--- src/rtl/bcd_countdown_pkg.sv ---
// Shared types and constants for the BCD countdown timer.
// Holds the state encoding, digit limits and the two presets the mode FSM can select.
package bcd_countdown_pkg;

    typedef enum logic [1:0] {
        ST_IDLE  = 2'd0,
        ST_RUN   = 2'd1,
        ST_PAUSE = 2'd2,
        ST_DONE  = 2'd3
    } state_t;

    localparam logic [3:0] BCD_ZERO     = 4'd0;
    localparam logic [3:0] DIGIT_MAX    = 4'd9;
    localparam logic [3:0] SEC_TENS_MAX = 4'd5;

    // Preset digits packed as {minutes, seconds-tens, seconds-ones}.
    typedef struct packed {
        logic [3:0] d2;
        logic [3:0] d1;
        logic [3:0] d0;
    } bcd_time_t;

    localparam bcd_time_t PRESET_30S = {4'd0, 4'd3, 4'd0};
    localparam bcd_time_t PRESET_60S = {4'd1, 4'd0, 4'd0};

endpackage

--- src/rtl/bcd_digit_dec.sv ---
// Single BCD digit decrement stage with borrow ripple.
// Latency: combinational. Backpressure: none, pure function of its inputs.
module bcd_digit_dec
    import bcd_countdown_pkg::*;
(
    input  logic [3:0] value,
    input  logic [3:0] max,
    input  logic       borrow_in,
    output logic [3:0] next_value,
    output logic       borrow_out
);

    always_comb begin
        next_value = value;
        borrow_out = 1'b0;
        if (borrow_in) begin
            if (value != BCD_ZERO) begin
                next_value = value - 4'd1;
            end else begin
                next_value = max;
                borrow_out = 1'b1;
            end
        end
    end

endmodule

--- src/rtl/bcd_countdown.sv ---
// M:SS BCD countdown with load, start/pause toggle and completion flag.
// Latency: 1 clk from load/start_pause/tick_1hz to outputs. Backpressure: none, pulses are consumed every cycle.
module bcd_countdown #(
    parameter logic [3:0] SEC_TENS_MAX = 4'd5,
    parameter logic [3:0] DIGIT_MAX    = 4'd9
) (
    input  logic       clk,
    input  logic       rst_p,
    input  logic       tick_1hz,
    input  logic       load,
    input  logic       start_pause,
    input  logic [3:0] mode_value_digit0,
    input  logic [3:0] mode_value_digit1,
    input  logic [3:0] mode_value_digit2,
    output logic [3:0] digit0,
    output logic [3:0] digit1,
    output logic [3:0] digit2,
    output logic       running,
    output logic       done
);
    import bcd_countdown_pkg::*;

    state_t     state_q, state_d;
    logic [3:0] digit0_q, digit0_d;
    logic [3:0] digit1_q, digit1_d;
    logic [3:0] digit2_q, digit2_d;
    logic       running_q, running_d;
    logic       done_q, done_d;

    logic [3:0] dec0, dec1, dec2;
    logic       borrow0, borrow1, borrow2;
    logic       cur_zero, dec_zero;

    bcd_digit_dec u_dec0 (
        .value(digit0_q), .max(DIGIT_MAX), .borrow_in(1'b1),
        .next_value(dec0), .borrow_out(borrow0)
    );

    bcd_digit_dec u_dec1 (
        .value(digit1_q), .max(SEC_TENS_MAX), .borrow_in(borrow0),
        .next_value(dec1), .borrow_out(borrow1)
    );

    bcd_digit_dec u_dec2 (
        .value(digit2_q), .max(DIGIT_MAX), .borrow_in(borrow1),
        .next_value(dec2), .borrow_out(borrow2)
    );

    // A borrow rippling out of the minutes digit means the counter is already 0:00.
    assign cur_zero = borrow2;
    assign dec_zero = (dec2 == BCD_ZERO) && (dec1 == BCD_ZERO) && (dec0 == BCD_ZERO);

    always_comb begin
        state_d  = state_q;
        digit0_d = digit0_q;
        digit1_d = digit1_q;
        digit2_d = digit2_q;

        if (load) begin
            digit0_d = (mode_value_digit0 > DIGIT_MAX)    ? DIGIT_MAX    : mode_value_digit0;
            digit1_d = (mode_value_digit1 > SEC_TENS_MAX) ? SEC_TENS_MAX : mode_value_digit1;
            digit2_d = (mode_value_digit2 > DIGIT_MAX)    ? DIGIT_MAX    : mode_value_digit2;
            state_d  = ST_IDLE;
        end else begin
            case (state_q)
                ST_IDLE: begin
                    if (start_pause && !cur_zero) state_d = ST_RUN;
                end
                ST_RUN: begin
                    if (tick_1hz && !cur_zero) begin
                        digit0_d = dec0;
                        digit1_d = dec1;
                        digit2_d = dec2;
                    end
                    // Reaching 0:00 wins over a simultaneous pause press.
                    if (tick_1hz && !cur_zero && dec_zero) state_d = ST_DONE;
                    else if (start_pause)                   state_d = ST_PAUSE;
                end
                ST_PAUSE: begin
                    if (start_pause) state_d = ST_RUN;
                end
                default: state_d = ST_DONE;
            endcase
        end

        running_d = (state_d == ST_RUN);
        done_d    = (state_d == ST_DONE);
    end

    always_ff @(posedge clk) begin
        if (rst_p) begin
            state_q   <= ST_IDLE;
            digit2_q  <= PRESET_30S.d2;
            digit1_q  <= PRESET_30S.d1;
            digit0_q  <= PRESET_30S.d0;
            running_q <= 1'b0;
            done_q    <= 1'b0;
        end else begin
            state_q   <= state_d;
            digit2_q  <= digit2_d;
            digit1_q  <= digit1_d;
            digit0_q  <= digit0_d;
            running_q <= running_d;
            done_q    <= done_d;
        end
    end

    assign digit0  = digit0_q;
    assign digit1  = digit1_q;
    assign digit2  = digit2_q;
    assign running = running_q;
    assign done    = done_q;

endmodule
--- config.mk ---
export PLATFORM = sky130hd
export DESIGN_NAME = bcd_countdown
export DESIGN_NICKNAME = d
export VERILOG_FILES = /design/src/rtl/bcd_countdown_pkg.sv /design/src/rtl/bcd_digit_dec.sv /design/src/rtl/bcd_countdown.sv
export SDC_FILE = /design/constraint.sdc
export NUM_CORES = 1
export LEC_CHECK = 0
export BUFFER_PORTS_ARGS = -buffer_cell sky130_fd_sc_hd__clkbuf_2
export CORE_ASPECT_RATIO = 1.1
export CORE_MARGIN = 3
export CORE_UTILIZATION = 53
export CTS_CLUSTER_SIZE = 28
export DETAILED_ROUTE_END_ITERATION = 10
export PLACE_DENSITY = 0.81
export SETUP_SLACK_MARGIN = 0.05
export SYNTH_ARGS = -nofsm -noshare
export SYNTH_HDL_FRONTEND = slang
export SYNTH_HIERARCHICAL = 1
export SYNTH_SLANG_ARGS = --single-unit
export TNS_END_PERCENT = 10
--- constraint.sdc ---
create_clock -name clk -period 3.4 [get_ports clk]
set_input_delay 0.17 -clock clk [delete_from_list [all_inputs] [get_ports clk]]
set_output_delay 0.17 -clock clk [all_outputs]
set_load 0.05 [all_outputs]
# Word level (Yosys, flattened, before mapping)
# Index checks and enable logic that the tools add are counted.
[op_classes]
addsub = 3
n_mul = 0
div = 0
magnitude_cmp = 3
n_eq_ne = 4
n_shift = 0
mux = 27
bitwise = 0
reduce_logical = 16
[op_table]
columns = ["operator", "n"]
rows = [
  ["4-bit 2-to-1 mux", 17],
  ["4-bit logical NOT", 3],
  ["4-bit nonzero test", 3],
  ["4-bit by 1-bit subtractor with 4-bit output, second input constant", 3],
  ["2-bit 2-to-1 mux", 5],
  ["4-bit > comparator, second input constant", 2],
  ["2-bit one-hot mux with 3 select lines", 1],
  ["1-bit logical AND", 5],
  ["2-bit by 1-bit == test with 1-bit output, second input constant", 2],
  ["2-bit == test, second input constant", 2],
  ["4-bit by 3-bit > comparator with 1-bit output, second input constant", 1],
  ["1-bit 2-to-1 mux", 4],
  ["2-bit nonzero test", 2],
  ["2-bit logical NOT", 1],
  ["2-bit AND reduction", 1],
  ["1-bit logical NOT", 1],
]
[word_totals]
ff_bits = 16
latch_bits = 0
ramBits = 0
rom_bits = 0
in_bits = 17
mem_count = 0

# Logic depth before layout (Yosys ltp)
# Gate-level depths: netlist (run 1).
[logic_depth]
ltp_word = 12
ltp_mapped = 13
ltp_nobuf = 11

# Hierarchy
# Netlist (run 1), hierarchy kept.
[modules_own_cells]
columns = ["module", "n_inst", "cells_per_inst", "area_each_um2", "seq_area_each_um2"]
rows = [
  ["bcd_countdown", 1, 99, 825.8, 320.3],
  ["bcd_digit_dec", 3, 23, 160.2, 0.0],
]

# Worst setup path after synthesis (run 1)
# Ideal clock, no wire load.
[synth_path]
path_kind = "reg-to-reg"
startpoint = "register digit0_q[0] (netlist: digit0[0])"
endpoint = "register digit0_q[0] (netlist: digit0[0])"
setup_ns = 0.070
t_arrival_ns = 2.789
t_required_ns = 3.330
slack_ns = 0.540
stages_incl_launch_ff = 13
n_path_buf = 3
period_less_slack_ns = 2.860
cell_sequence = "dfxtp_1 -> inv_1 -> ha_1 -> nor3b_4 -> and2_2 -> buf_6 -> and2_2 -> buf_6 -> and2_2 -> nand4bb_1 -> buf_2 -> a221o_1 -> a21oi_1"
[synth_between]
elab_chain_cells = 7
word_cells_on_any_way = 12
[synth_rtl]
columns = ["item", "line", "text"]
rows = [
  ["from (decl)", "bcd_countdown.sv:24", "logic [3:0] digit0_q, digit0_d;"],
  ["from (signal assigned)", "bcd_countdown.sv:95", "digit0_q <= PRESET_30S.d0;"],
  ["from (signal assigned)", "bcd_countdown.sv:102", "digit0_q <= digit0_d;"],
  ["4-bit nonzero test", "bcd_digit_dec.sv:17", "if (value != BCD_ZERO) begin"],
  ["1-bit 2-to-1 mux", "bcd_digit_dec.sv:16", "if (borrow_in) begin"],
  ["via borrow1", "bcd_countdown.sv:31", "logic borrow0, borrow1, borrow2;"],
  ["1-bit 2-to-1 mux", "bcd_digit_dec.sv:16", ""],
  ["via borrow2", "bcd_countdown.sv:31", ""],
  ["1-bit logical NOT", "bcd_countdown.sv:70", "if (tick_1hz && !cur_zero) begin"],
  ["1-bit logical AND", "bcd_countdown.sv:70", ""],
  ["2-bit nonzero test (no source line)", "--", ""],
  ["2-bit AND reduction (no source line)", "--", ""],
]
# The timed path passes the listed nets, and every way through them passes these cells. The select of a mux whose other input is x is not followed.
# A chain may end at the register's enable or synchronous reset.

# Worst setup path in the final report (run 1)
# Same ends and word-level chain as after synthesis.

==> flow_results.org, run 1 <==
** Run status
- The flow ran to the end, and the final reports show no timing, DRC or antenna violations.

** STA
- Final hold violation count :: 0
- The worst path meets setup with 0.675 ns of slack.
- Setup total negative slack on the finished layout was measured at 0 ns.
- Final-report max-slew violation count :: 0
- Post-route fraction of the period consumed by the critical path :: 0.801
- Between clock sinks in the finished design, the worst skew comes to 0.00256 ns.
- Highest clock frequency the design can meet :: 0.367 GHz
- Final critical-path required period :: 2.72 ns
- Setup repair after global routing left no endpoint under its margin.
- Finish-stage setup viols :: 0

** Clocking
- CTS tree :: yes
- Buffers inserted during clock tree synthesis total 3.
- At the later pin of the worst-skew pair, clock insertion delay measures 0.29 ns.
- Resized Gates After CTS :: 0
- Clock edge transition at the registers on the reported setup and hold paths :: 0.10 ns
- Clock root buffer :: sky130_fd_sc_hd__clkbuf_4
- In this run the number of H-tree levels came out at 1.
- Number of buffers on the longest clock path :: 2
- Clk sinks :: 16
- Number of hold buffers added after cts :: 0
- Setup bufs post-CTS :: 0

** Global routing
- The first global-routing pass estimated 5520 µm of wire.
- The number of global-route vias before repair is 1257.
- Combined global-route utilization of all metal layers :: 0.236
- Global route total overflow :: 0
- The number of antenna violations at the first check in global routing came to 0.
- Entering global routing, the biggest net connects 20 pins.

** Logic synthesis
- Largest family of logic cells by synthesized area :: simple AND/OR/NAND/NOR gates
- Most numerous cell in the Yosys netlist :: sky130_fd_sc_hd__nand2_1
- Synth top cells by count :: sky130_fd_sc_hd__nand2_1, sky130_fd_sc_hd__dfxtp_1, sky130_fd_sc_hd__nor3_1, sky130_fd_sc_hd__a21oi_1, sky130_fd_sc_hd__nor2_1
- Distinct cells, synth :: 41
- Of the total synthesized cell area, the portion taken by AND, OR, NAND and NOR gates is 0.368.
- Synthesis handed over a netlist of 168 instances.
- Synthesis Warnings :: 6
- Post-synthesis register bit count :: 16
- After synthesis, the share of cell area in mux cells is 0.0383.
- After synthesis, the share of flip-flops with an asynchronous set or reset is 0.
- The complex-gate fraction of the synthesized area was 0.235.
- Of the synthesized area, sequential elements account for 0.245.
- Of the total synthesized cell area, the portion taken by full adders, half adders and majority gates is 0.0287.
- In this run, synthesis inferred 0 flip-flops with an integrated enable.
- In this run the cell area of the synthesized design comes to 0.00131 mm².
- Xor and xnor area share after synthesis :: 0
- Top cells by area in the synthesized netlist :: sky130_fd_sc_hd__dfxtp_1, sky130_fd_sc_hd__nor3_1, sky130_fd_sc_hd__nand2_1
- Biggest area consumer among synthesized cells :: sky130_fd_sc_hd__dfxtp_1
- Area share of the largest cell type after synthesis :: 0.245
- The most used flip-flop cell after synthesis is sky130_fd_sc_hd__dfxtp_1.
- The average instance in the mapped netlist occupies 7.78 µm².

** Final layout
- Final non-filler cell area :: 0.00150 mm²
- The net count of the finished layout is 225.
- The area growth from synthesis to layout is 14.7%.
- Non-filler instance count after layout :: 234
- The repair_antennas step left the layout with diodes totalling 0.
- Across the whole layout, storage elements account for 320 µm².
- In the final layout, the share of cells above drive strength 1 is 0.216.
- Fill cells in the final layout number 221.
- In the final layout, the multi-input gates occupy 923 µm².

** Worst setup path
- Element type at the critical path end :: flip-flop
- Max stage delay cell, worst path :: sky130_fd_sc_hd__a221o_1
- For the worst setup path, the data required time is 3.63 ns.
- Startpoint of the worst setup timing path :: digit0[0]$_SDFFE_PP0P_
- Worst-path maximum fanout :: 10
- Crit Path Class :: flip-flop to flip-flop
- CP Depth :: 9
- Most common cell type on the critical path :: sky130_fd_sc_hd__and2_2
- Together, buffers and inverters on the worst path number 1.
- CP arrival :: 2.95 ns
- Among cell families on the critical path, the largest total delay comes from simple AND/OR/NAND/NOR gates.
- R2r worst-path depth :: 9
- The startpoint identified for the worst register-to-register timing path is digit0[0]$_SDFFE_PP0P_.
- CP startpoint kind :: flip-flop
- Traced cell by cell, the critical path runs through inv_1 > ha_1 > nor3b_4 > and2_2 > and2_2 > and2_2 > nand4bb_1 > a221o_1 > a21oi_1.
- Slowest stage delay, CP :: 0.46 ns

** Floorplanning
- During I/O placement, the number of pins put on the boundary was 31.
- Y dimension of the die :: 58.1 µm
- In this run the core area contains 18 standard-cell rows.
- Core region area :: 0.00230 mm²
- The die covers 0.00310 mm².
- For this configuration, the core starts out at a cell density of 0.569.
- Measured along the x axis, the die boundary spans 53.3 µm.

** Job
- Number of violations of the max-capacitance limit :: 0

** Drt
- Via count normalized by instance count :: 5.91
- The routed layout has 1383 vias.
- The routed design has 3280 µm of wire.
- Violation count after the first detailed-route iteration :: 55
- The first TritonRoute pass finished after 4 iterations.
- After detailed routing, the met2 layer carries 1640 µm of wire.
- After detailed routing, the average wire length per cell comes to 14.0 µm.
- Met3 wire length :: 221 µm
- Number of nets with antenna violations after detailed routing :: 0
- After detailed routing, the number of remaining DRC violations is 0.
- After detailed routing, no signal wire sits above met4.
- After detailed routing, the wire length on met1 is 1340 µm.

** Pwr
- Of the total power, registers draw 0.410.
- The internal power of the cells totals 331 µW.
- Switching Fraction :: 0.374
- Power share of the clock group :: 0.244
- Total leakage power :: 0.654 nW
- The analysis attributes to net switching a power of 198 µW.
- Total power per unit cell area :: 353 mW/mm²
- Across the VDD grid, the largest voltage drop is 0.253 mV.
- The share of total power dissipated in combinational logic is 0.346.

** Placed design
- Once placement finished, the instance area stood at 0.00146 mm².
- Prior to clock tree synthesis, the placed netlist has a worst setup slack of 0.733 ns.
- Placer congestion estimate :: 0.811
- Summed over all nets, the half-perimeter wirelength after detailed placement is 2500 µm.
- Buffers placed on the I/O ports in this run total 30.
- Number of cells after detailed placement :: 230

** Worst hold path
- The tightest min-delay check is of the input pin to flip-flop type.
- The worst hold path begins at mode_value_digit1[1].
- Along the worst hold path, the cell count comes to 3.
state kept, by name, indices dropped and copies added (netlist names):
register	flops
digit2	4
digit0	4
digit1	4
running	1
done	1
state_q	2
logic make-up (layout without fill, tap and decap cells):
logic type / after synthesis / count (layout)
adders and majority gates: 3 / 3
AOI/OAI and AO/OA: 45 / 45
muxes: 5 / 5
other: 2 / 13
and+or+nand+nor: 80 / 80
buffers and inverters: 17 / 42
DFF: 16 / 16
layer usage:
metal / GRT usage / up-vias
met3: 0.0360 / 9
met4: 0.109 / 0
met2: 0.405 / 60
li1: - / 686
met5: 0 / -
met1: 0.282 / 628
layout by cell type (no fill, tap or decap), types with 2 or more instances in the layout:
cell type and count:
sky130_fd_sc_hd__clkbuf_2 30, sky130_fd_sc_hd__nor3b_4 3, sky130_fd_sc_hd__nand3_1 5, sky130_fd_sc_hd__clkbuf_4 3, sky130_fd_sc_hd__a311oi_1 3, sky130_fd_sc_hd__nor3_1 13
sky130_fd_sc_hd__and2_2 3, sky130_fd_sc_hd__a2bb2oi_1 4, sky130_fd_sc_hd__inv_1 8, sky130_fd_sc_hd__o221ai_1 3, sky130_fd_sc_hd__conb_1 13, sky130_fd_sc_hd__o211ai_1 3
sky130_fd_sc_hd__mux2i_1 5, sky130_fd_sc_hd__nand2b_1 4, sky130_fd_sc_hd__a221o_1 2, sky130_fd_sc_hd__a31oi_1 2, sky130_fd_sc_hd__nor4_1 3, sky130_fd_sc_hd__dfxtp_1 16
sky130_fd_sc_hd__ha_1 3, sky130_fd_sc_hd__and3_1 3, sky130_fd_sc_hd__nor2b_1 4, sky130_fd_sc_hd__a211oi_1 4, sky130_fd_sc_hd__nor2_1 12, sky130_fd_sc_hd__nand2_1 17
sky130_fd_sc_hd__or3b_1 3, sky130_fd_sc_hd__a21oi_1 12, sky130_fd_sc_hd__o21ai_0 8, sky130_fd_sc_hd__and2b_2 3
metrics by stage:
step / utilization / power, mW / hold slack [ns]
2_1_floorplan: - / 0.363 / 0.277
3_3_place_gp: 0.636 / 0.394 / 0.428
3_5_place_dp: 0.636 / 0.400 / 0.447
4_1_cts: 0.652 / 0.531 / 0.143
5_1_grt: 0.652 / 0.565 / 0.137
6_report: 0.652 / 0.529 / 0.148
layout make-up:
| class | instances | area share |
|---|---|---|
| clock buffer | 4 | 0.0242 |
| inverter | 8 | 0.0201 |
| multi-input combinational | 146 | 0.617 |
| sequential | 16 | 0.214 |
| tap | 30 | 0.0251 |
| timing repair buffer | 30 | 0.100 |
power by group through the flow:
stage	Clock, mW	Combinational [mW]	Sequential, mW
2_1_floorplan	0	0.107	0.256
3_3_place_gp	0	0.174	0.220
3_5_place_dp	0	0.179	0.221
4_1_cts	0.134	0.180	0.217
5_1_grt	0.144	0.201	0.220
6_report	0.129	0.183	0.217
worst paths after layout:
path,slack (ns),endpoint
setup / recovery,0.68,digit0[0]$_SDFFE_PP0P_
hold / removal,0.15,digit1[1]$_SDFFE_PP1P_
hold reg to reg,0.52,digit0[0]$_SDFFE_PP0P_
setup reg to reg,0.68,digit0[0]$_SDFFE_PP0P_
tightest hold or removal path, stage by stage:
cell and delay, ns:
sky130_fd_sc_hd__clkbuf_2 0.09, sky130_fd_sc_hd__a31oi_1 0.07, sky130_fd_sc_hd__o21ai_0 0.08
Power figures use the tool's default switching activity.
==> run 2: changes to the inputs <==
CORE_UTILIZATION = 48   (was 53)
PLACE_DENSITY = 0.77   (was 0.81)
clock period = 2.19 ns   (was 3.4 ns; I/O delays follow)
==> run 2 against run 1 <==
Net effect:
- first-iteration DRC count did not move
- highest routed layer unchanged
- largest power group is now combinational cells
- sequential power rose by 54%
- die area rose by 9.3%
- clock-buffer cell count did not move
- critical endpoint is now digit2[3]$_SDFFE_PP0P_
==> flow_results.org, run 2 (same netlist as run 1, synthesis figures left out) <==
** Run status
- The flow ran to the end, and the final reports show no timing, DRC or antenna violations.

** Placed design
- Number of input and output port buffers inserted :: 30 (unchanged)
- Placer congestion estimate :: 0.920 (+13%)
- Placement-stage worst setup slack :: -0.0530 ns (-0.786 ns)
- DP HPWL :: 2810 µm (+13%)
- Placed inst area :: 0.00164 mm² (+12%)

** Worst setup path
- The data arrival at the endpoint of the critical path was 2.39 ns (-0.56 ns).
- The worst setup path is captured at a flip-flop.
- In this run the worst setup path begins at digit0[1]$_SDFFE_PP0P_.
- The worst setup path is of the flip-flop to flip-flop kind.
- CP startpoint kind :: flip-flop
- The highest fanout seen on the critical path came to 10 (unchanged).
- Worst EP required :: 2.39 ns (-1.24 ns)
- The startpoint identified for the worst register-to-register timing path is digit0[1]$_SDFFE_PP0P_.

** Drt
- Vias after detailed routing :: 1511 (+9.3%)
- Number of nets with antenna violations after detailed routing :: 0 (unchanged)
- The number of DRC markers in iteration 0 was 55 (unchanged).
- The total wire length came to 3840 µm (+17%).
- Routed WL per cell :: 14.6 µm (+4.5%)
- Via count normalized by instance count :: 5.77 (-2.4%)
- The post-detailed-route DRC marker count came to 0 (unchanged).
- The number of iterations in the first detailed-routing pass came to 4 (unchanged).

** Clocking
- In this run the clock root is driven by a sky130_fd_sc_hd__clkbuf_4.
- TritonCTS built the clock tree.
- Clock edge transition at the registers on the reported setup and hold paths :: 0.10 ns (about the same)
- Clk sinks :: 16 (unchanged)
- Number of buffers created by CTS :: 3 (unchanged)
- The clock latency on the worst-skew pair is 0.29 ns (about the same).
- Number of buffers on the longest clock path :: 2 (unchanged)
- Count of H-tree levels built during CTS :: 1 (unchanged)

** STA
- The part of the cycle the worst path needs is 0.999 (+0.198).
- The final critical path time including I/O delays and setup is 2.19 ns (-0.536 ns).
- Smallest setup slack after layout :: 0.00137 ns (-0.674 ns)
- Final-report max-slew violation count :: 0 (unchanged)
- Setup repair after global routing could not meet its margin everywhere.
- Worst-case headroom to the max-slew limit :: 0.648
- Finish-stage setup viols :: 0 (unchanged)
- For the pin with the worst max-slew slack, the measured transition is 0.528 ns.
- Final hold violation count :: 0 (unchanged)
- Highest clock frequency the design can meet :: 0.457 GHz (+24%)
- Setup Total Neg Slack :: 0 ns (unchanged)
- The setup skew after layout is 0.00833 ns (+0.00577 ns).

** Job
- Number of violations of the max-capacitance limit :: 0 (unchanged)

** Floorplanning
- The total core area was 0.00254 mm² (+11%).
- The number of core rows was 19 (+1).
- The effective utilization at floorplan is 0.514 (-0.0551).
- The floorplan die width came to 55.7 µm (+4.5%).
- Y dimension of the die :: 60.7 µm (+4.6%)
- I/O pin total :: 31 (unchanged)
- The die area was 0.00338 mm² (+9.3%).

** Worst hold path
- In this run the most critical hold path is launched from start_pause.
- Hold Crit Class :: input pin to flip-flop

** Global routing
- The met3 usage in global routing came to 0.0298 (-0.00620).
- The global-route wire length before repair is 6300 µm (+14%).
- met2 is the most crowded layer.
- GR Layer Usage met2 :: 0.441 (+0.0363)
- Met1 Track Usage GR :: 0.274 (-0.00856)
- Number of global-route vias before repair :: 1456 (+16%)
- Initial antenna violation count :: 0 (unchanged)
- Combined global-route utilization of all metal layers :: 0.236 (about the same)
- The maximum number of pins on one net before global-route repair was 19 (-5.0%).
- Global route total overflow :: 0 (unchanged)

** Pwr
- Total power per unit cell area :: 488 mW/mm² (+38%)
- The peak ir drop on the vdd network was 0.384 mV (+52%).
- Total leakage power :: 0.803 nW (+23%)

** Final layout
- The final-stage net count came to 252 (+12%).
- Commonest non-fill, non-tap cell in the layout :: sky130_fd_sc_hd__clkbuf_2
- Diodes inserted :: 0 (unchanged)
- Total of fill cells in the finished design :: 211 (-4.5%)
- The area growth from synthesis to layout is 37.3%.
- Share of final-layout standard cells stronger than drive strength 1 :: 0.394 (+0.178)
- The end-of-flow core utilization was 0.705 (+0.0529).
- Final non-filler cell area :: 0.00179 mm² (+20%)
- The top cell types in the final layout, fill and taps aside, are sky130_fd_sc_hd__clkbuf_2, sky130_fd_sc_hd__buf_4, sky130_fd_sc_hd__nand2_1.
run 2: path summary, 6_finish.rpt:
kind                            slack (ns)  cells after the start                endpoint
worst min-delay path                   0.1                      2   state_q[0]$_SDFF_PP0_
worst max-delay path                 0.001                     10  digit2[3]$_SDFFE_PP0P_
worst min register to register        0.54                      1         done$_SDFF_PP0_
worst max register to register       0.001                     10  digit2[3]$_SDFFE_PP0P_
run 2: critical path, stage by stage (launching register included):
cell                       delay [ns]
sky130_fd_sc_hd__dfxtp_4         0.37
sky130_fd_sc_hd__inv_4           0.04
sky130_fd_sc_hd__ha_4            0.15
sky130_fd_sc_hd__nor3b_4         0.15
sky130_fd_sc_hd__and2_4          0.15
sky130_fd_sc_hd__and2_4          0.16
sky130_fd_sc_hd__buf_4           0.14
sky130_fd_sc_hd__and2_4          0.14
sky130_fd_sc_hd__and4bb_4        0.42
sky130_fd_sc_hd__nand2_1         0.11
sky130_fd_sc_hd__a311oi_2        0.27
run 2: area by class of cell:
type / count / area (µm²) / area share
multi-input combinational: 146 / 1000 / 0.560
timing repair buffer: 57 / 357 / 0.199
sequential: 16 / 333 / 0.186
tap: 31 / 38.8 / 0.0216
inverter: 8 / 35.0 / 0.0195
clock buffer: 4 / 26.3 / 0.0147
run 2: repair_timing:
| item | 4_1_cts | 5_1_grt |
|---|---|---|
| gates resized for setup | 9 | 9 |
| pin swaps | 8 | 6 |
| setup endpoints to repair | 3 | 15 |
| buffers inserted | 5 | 3 |
| hold buffers | 0 | 0 |
run 2: metrics by stage:
stage	hold WS [ns]	power, mW	std cells
after floorplan	0.216	0.573	179
after global placement	0.375	0.662	250
after detailed placement	0.386	0.674	250
after CTS	0.0834	0.856	259
after global routing	0.0985	0.936	262
final	0.0960	0.876	262
run 2: power breakdown:
group          internal, mW  switching (mW)
sequential            0.310          0.0238
combinational         0.162           0.216
clock                0.0707          0.0927
run 2: metal layers:
metal | vias to the layer above | wire length (µm)
met1 | 718 | 1500
met4 | 0 | 42
met2 | 55 | 2040
met3 | 6 | 250
li1 | 732 | -
met5 | - | 0
